$ cat src/rtl/mem_bus_arbiter.sv
// mem_bus_arbiter
// Shares one Wishbone-classic master between the instruction-fetch port and
// the LSU data port. One bus cycle is in flight at a time; the winner gets the
// read data together with a one-cycle ack or err pulse.
//
// Optional feature: define MEM_TIMEOUT_EN to enable a bus watchdog that forces
// an error when the slave stays silent for TIMEOUT_CYCLES cycles. Without the
// macro a bus cycle waits indefinitely for wb_ack_i/wb_err_i.
//
// Reset is synchronous and active-low on rst_i.

module mem_bus_arbiter #(
  parameter bit          LSU_PRIO       = 1'b1,
  parameter int unsigned TIMEOUT_CYCLES = 255
) (
  input  logic        clk_i,
  input  logic        rst_i,
  // instruction-fetch port
  input  logic        if_req_i,
  input  logic [31:0] if_addr_i,
  output logic [31:0] if_dat_o,
  output logic        if_ack_o,
  output logic        if_err_o,
  // LSU port
  input  logic        lsu_re_i,
  input  logic        lsu_we_i,
  input  logic [3:0]  lsu_sel_i,
  input  logic [31:0] lsu_addr_i,
  input  logic [31:0] lsu_dat_i,
  output logic [31:0] lsu_dat_o,
  output logic        lsu_ack_o,
  output logic        lsu_err_o,
  // Wishbone master
  output logic        wb_cyc_o,
  output logic        wb_stb_o,
  output logic        wb_we_o,
  output logic [3:0]  wb_sel_o,
  output logic [31:0] wb_adr_o,
  output logic [31:0] wb_dat_o,
  input  logic [31:0] wb_dat_i,
  input  logic        wb_ack_i,
  input  logic        wb_err_i
);

  typedef enum logic [1:0] {
    ST_IDLE    = 2'd0,
    ST_BUS_IF  = 2'd1,
    ST_BUS_LSU = 2'd2
  } state_t;

  // A watchdog limit of 0 would fire before the slave could ever answer, and
  // the counter is only 16 bits wide.
  if (TIMEOUT_CYCLES == 0 || TIMEOUT_CYCLES > 65535) begin : g_bad_timeout
    $error("mem_bus_arbiter: TIMEOUT_CYCLES must be in 1..65535");
  end

  state_t state;
  logic   last_grant_lsu;   // 1: the most recent grant went to the LSU
  logic   cyc_q;            // drives both wb_cyc_o and wb_stb_o

  logic   lsu_req;
  logic   if_elig;
  logic   lsu_elig;
  logic   lsu_wins_tie;
  logic   grant_lsu;
  logic   grant_if;
  logic   bus_timeout;
  logic   rsp_done;
  logic   rsp_err;

  assign wb_cyc_o = cyc_q;
  assign wb_stb_o = cyc_q;

`ifdef MEM_TIMEOUT_EN
  localparam logic [15:0] TIMEOUT_LIMIT = 16'(TIMEOUT_CYCLES);

  logic [15:0] timeout_cnt;

  // Watchdog: counts silent bus cycles, held at 0 outside a bus cycle.
  always_ff @(posedge clk_i) begin
    if (!rst_i) begin
      timeout_cnt <= '0;
    end else if (state == ST_IDLE || rsp_done) begin
      timeout_cnt <= '0;
    end else begin
      timeout_cnt <= timeout_cnt + 16'd1;
    end
  end

  assign bus_timeout = (timeout_cnt >= TIMEOUT_LIMIT);
`else
  assign bus_timeout = 1'b0;
`endif

  // Arbitration and bus-response decode for the current cycle.
  // NOTE: every signal gets a default at the top of always_comb so that no
  // path leaves one unassigned, which would infer a latch.
  always_comb begin
    lsu_req      = 1'b0;
    if_elig      = 1'b0;
    lsu_elig     = 1'b0;
    lsu_wins_tie = 1'b0;
    grant_lsu    = 1'b0;
    grant_if     = 1'b0;
    rsp_done     = 1'b0;
    rsp_err      = 1'b0;

    lsu_req  = lsu_re_i | lsu_we_i;
    // A port that is seeing its ack/err this cycle has not yet had a chance
    // to drop its request, so it must not be granted again.
    if_elig  = if_req_i & ~if_ack_o & ~if_err_o;
    lsu_elig = lsu_req & ~lsu_ack_o & ~lsu_err_o;

    lsu_wins_tie = LSU_PRIO ? 1'b1 : ~last_grant_lsu;
    grant_lsu    = lsu_elig & (~if_elig | lsu_wins_tie);
    grant_if     = if_elig & ~grant_lsu;

    // Slave error beats a simultaneous ack; a real ack beats the watchdog.
    rsp_done = wb_ack_i | wb_err_i | bus_timeout;
    rsp_err  = wb_err_i | (~wb_ack_i & bus_timeout);
  end

  // Bus sequencer: grants in IDLE, waits for the slave in BUS_x, and
  // produces the registered bus outputs and per-port response pulses.
  // NOTE: sequential state uses non-blocking assignments so every register
  // samples the pre-edge values regardless of statement order.
  always_ff @(posedge clk_i) begin
    if (!rst_i) begin
      state          <= ST_IDLE;
      last_grant_lsu <= 1'b1;
      cyc_q          <= 1'b0;
      wb_we_o        <= 1'b0;
      wb_sel_o       <= 4'h0;
      wb_adr_o       <= 32'h0;
      wb_dat_o       <= 32'h0;
      if_dat_o       <= 32'h0;
      if_ack_o       <= 1'b0;
      if_err_o       <= 1'b0;
      lsu_dat_o      <= 32'h0;
      lsu_ack_o      <= 1'b0;
      lsu_err_o      <= 1'b0;
    end else begin
      // Response pulses and their data last exactly one cycle.
      if_ack_o  <= 1'b0;
      if_err_o  <= 1'b0;
      if_dat_o  <= 32'h0;
      lsu_ack_o <= 1'b0;
      lsu_err_o <= 1'b0;
      lsu_dat_o <= 32'h0;

      unique case (state)
        ST_IDLE: begin
          if (grant_lsu) begin
            state          <= ST_BUS_LSU;
            last_grant_lsu <= 1'b1;
            cyc_q          <= 1'b1;
            wb_we_o        <= lsu_we_i;
            wb_sel_o       <= lsu_sel_i;
            wb_adr_o       <= lsu_addr_i;
            wb_dat_o       <= lsu_dat_i;
          end else if (grant_if) begin
            state          <= ST_BUS_IF;
            last_grant_lsu <= 1'b0;
            cyc_q          <= 1'b1;
            wb_we_o        <= 1'b0;
            wb_sel_o       <= 4'hF;
            wb_adr_o       <= if_addr_i;
            wb_dat_o       <= 32'h0;
          end
        end

        ST_BUS_IF, ST_BUS_LSU: begin
          // Requests are deliberately not looked at here: once issued, the
          // bus cycle always runs to completion.
          if (rsp_done) begin
            state    <= ST_IDLE;
            cyc_q    <= 1'b0;
            wb_we_o  <= 1'b0;
            wb_sel_o <= 4'h0;
            wb_adr_o <= 32'h0;
            wb_dat_o <= 32'h0;
            if (state == ST_BUS_LSU) begin
              if (rsp_err) begin
                lsu_err_o <= 1'b1;
              end else begin
                lsu_ack_o <= 1'b1;
                lsu_dat_o <= wb_we_o ? 32'h0 : wb_dat_i;
              end
            end else begin
              if (rsp_err) begin
                if_err_o <= 1'b1;
              end else begin
                if_ack_o <= 1'b1;
                if_dat_o <= wb_dat_i;
              end
            end
          end
        end

        default: begin
          state <= ST_IDLE;
          cyc_q <= 1'b0;
        end
      endcase
    end
  end

endmodule

$ cat config.mk
export PLATFORM = sky130hd
export DESIGN_NAME = mem_bus_arbiter
export DESIGN_NICKNAME = d
export VERILOG_FILES = /design/src/rtl/mem_bus_arbiter.sv
export SDC_FILE = /design/constraint.sdc
export NUM_CORES = 1
export LEC_CHECK = 0
export ABC_AREA = 0
export BUFFER_PORTS_ARGS = -buffer_cell sky130_fd_sc_hd__buf_2
export CORE_ASPECT_RATIO = 1.4
export CORE_MARGIN = 1
export CORE_UTILIZATION = 41
export DETAILED_ROUTE_END_ITERATION = 10
export PLACE_DENSITY_LB_ADDON = 0.08
export SLEW_MARGIN = 0
export SYNTH_ARGS = -nofsm -noshare
export SYNTH_HDL_FRONTEND = slang
export SYNTH_SLANG_ARGS = --single-unit
$ cat constraint.sdc
create_clock -name clk_i -period 1.7 [get_ports clk_i]
set_input_delay 0.085 -clock clk_i [delete_from_list [all_inputs] [get_ports clk_i]]
set_output_delay 0.085 -clock clk_i [all_outputs]
set_load 0.02 [all_outputs]
==> run summary <==
Clock sinks -> 140
Setup violators final -> 0
Crit-path max FO -> 44
Clk_skew -> 0.00982 ns
Slowest-stage cell, CP -> dfxtp_2
Number of I/O pins -> 278
Status -> finished, final reports clean
Pleak -> 3.92 nW
Vias in the first global route -> 5,755
Critical path data arrival time -> 2.00 ns
Max stage delay on crit path -> 0.33 ns
TNS Setup -> 0 ns
Maximum vdd drop -> 0.000677 V
Rows -> 49
RSZ-0062 raised after global routing -> yes
Largest cells by area after synthesis -> dfxtp_1 (51%), and2_1 (7.3%), or3b_1 (5.4%)
Library cells used by synthesis -> 37
Startpoint Class -> flip-flop
DRC viols -> 0
Largest area contributor in the netlist -> dfxtp_1
Layout area overhead -> 53.7%
Layout net count -> 1,045
Area of the die -> 0.0140 mm^2
Clock buffer depth -> 2
Die W -> 100 um
Worst Setup Slack post-DPL -> -0.0512 ns
Port Buffer Count -> 277
Cell area after synthesis -> 0.00555 mm^2
Setup crit end kind -> flip-flop
Chip height -> 140 um
Drt wl/cell -> 15.7 um
Layout Utilization -> 65.6%
Peak Freq -> 0.602 GHz
Top cell type's share of synthesized area -> 50.5%
Total wire length -> 17.2 mm
Pwr Density -> 1090 mW/mm^2
Gr ovfl total -> 0
Tightest Pin Transition -> 0.737 ns
FF-to-FF path depth -> 7
Max-slew headroom -> 50.9%
Worst Slack Setup Final -> 0.0381 ns
Syn Inst Count -> 572
Net count after synthesis -> 713
H-Tree Depth -> 4
HPWL Detailed -> 11.1 mm
Final count of pins violating max slew -> 0
EDFF count, synth -> 0
Via count -> 5,563
Total Routing Usage GR -> 24.9%
WS Path Type -> reg -> reg
Share of layout cells above drive strength 1 -> 38.6%
DR pass1 iterations -> 5
CP cell instances -> inv_2, ha_4, nor3b_4, nor2_4, buf_12, a21boi_0, o21a_1
Min-delay worst type -> in -> reg
Root Driver -> clkbuf_16
Max Cap Violations -> 0
Vias per cell -> 5.08
Data required time of the worst path -> 2.04 ns
Post-synth ARST share -> 0%
Worst skew pair latency -> 0.41 ns
First-pass GRT wire length -> 27.6 mm
CTS tree -> built
Yosys warnings -> 0
Antenna-violating nets left -> 0
Initial antenna violation count -> 1
Starting Density -> 42.7%
Min Hold Slack -> 0.000835 ns
Synth Area per Inst -> 9.70 um^2
Fillers -> 1,092
CTS Buf Count -> 17
Synth Flop Type -> dfxtp_1
Period utilisation layout -> 97.8%
Final hold vios -> 0
Core Area -> 0.0130 mm^2
Sequential cell area fraction in the yosys report -> 50.5%
Pin count of the biggest net entering global routing -> 70
Hold Path Depth -> 2
Clk slew on worst S/H paths -> 0.06 ns
#FFs+latches synth -> 140
RD Place Congestion -> 0.755
Crit path time final -> 1.66 ns
DRT iter0 DRCs -> 225
synthesized netlist by cell type (3+ instances only):
master and n:
nand4_1 33, o21a_1 37, and2_1 65, nand2_1 35, buf_6 8, nor2_1 5
buf_1 3, o211ai_1 32, clkbuf_1 29, a21boi_0 36, a21oi_1 38, or3b_1 34
o21ai_0 5, o21ai_1 31, dfxtp_1 140, buf_2 14
through the flow:
step / power (mW) / instance area, um^2 / std cells
global placement: 5.67 / 7170 / 989
floorplan: 4.94 / 5550 / 572
global route: 9.74 / 8520 / 1095
detailed placement: 5.72 / 7170 / 989
CTS: 9.38 / 8500 / 1093
finish: 9.32 / 8520 / 1095
state kept, by name (all words and copies together), names as in the netlist:
name       flops
if_err_o       1
wb_dat_o      32
wb_cyc_o       1
state          2
lsu_ack_o      1
wb_adr_o      32
lsu_err_o      1
wb_sel_o       4
if_ack_o       1
if_dat_o      32
lsu_dat_o     32
wb_we_o        1
cells in the final DEF, fill, tap and decap left out, types with 10 or more instances in the layout:
cell type,netlist,final
buf_2,14,277
dfxtp_1,140,138
dlygate4sd3_1,0,66
and2_1,65,65
o21a_1,37,37
a21oi_1,38,36
nand2_1,35,35
a21boi_0,36,35
or3b_1,34,34
o21ai_1,31,33
nand4_1,33,33
o211ai_1,32,32
clkbuf_16,0,17
buf_4,2,13
buf_12,0,10
path summary, 6_finish.rpt:
check,startpoint,to,slack [ns]
setup reg to reg,state[0],wb_sel_o[2],0.04
hold reg to reg,wb_dat_o[4],wb_dat_o[4],0.45
hold / removal,wb_err_i,lsu_ack_o,0.0008
setup / recovery,state[0],wb_sel_o[2],0.04
worst max-delay path, delay by kind of cell (launching register included):
| family | cells | cell delay (ns) |
|---|---|---|
| AOI/OAI and AO/OA | 2 | 0.36 |
| adders and majority gates | 1 | 0.28 |
| and+or+nand+nor | 2 | 0.38 |
| DFF | 1 | 0.33 |
| buffers and inverters | 2 | 0.23 |
cell families (layout without fill, tap and decap cells):
logic type                 count (synthesis)  count (layout)  share of synthesized area [%]
AOI/OAI and AO/OA                        183             183                           21.6
adders and majority gates                  2               2                          0.451
buffers and inverters                     60             404                           5.64
DFF                                      140             140                           50.5
other                                      0               1                              0
and+or+nand+nor                          187             187                           21.8
layout make-up:
class,instances,area [um^2],area share (%)
flip-flops and latches,140,2810,32.9
inverters,2,7.51,0.0881
diodes,1,2.50,0.0294
well taps,178,223,2.61
multi-input cells,372,2500,29.4
clock inverters,13,119,1.39
clock buffers,18,429,5.03
repair buffers,371,2430,28.5
routing by layer:
metal  part of all wire, %  GRT usage (%)  vias up
met2                    50           43.4      243
met4                   4.2           13.3        0
li1                      -              -     2694
met5                     0              0        -
met3                   6.9           7.08       51
met1                    39           26.8     2575
report_power, final:
group / total (mW) / internal, mW / switching (mW)
Clock: 3.43 / 2.01 / 1.42
Combinational: 2.23 / 0.962 / 1.27
Sequential: 3.65 / 3.54 / 0.118
Total: 9.32 / 6.51 / 2.81
what timing repair did:
item,in CTS,in global routing
pin swaps,2,13
setup buffers,4,2
setup endpoints to repair,41,90
hold buffers,66,0
endpoints found under the hold margin,100,0
gates resized for setup,6,14
gates cloned,3,0
Power figures use the tool's default switching activity.
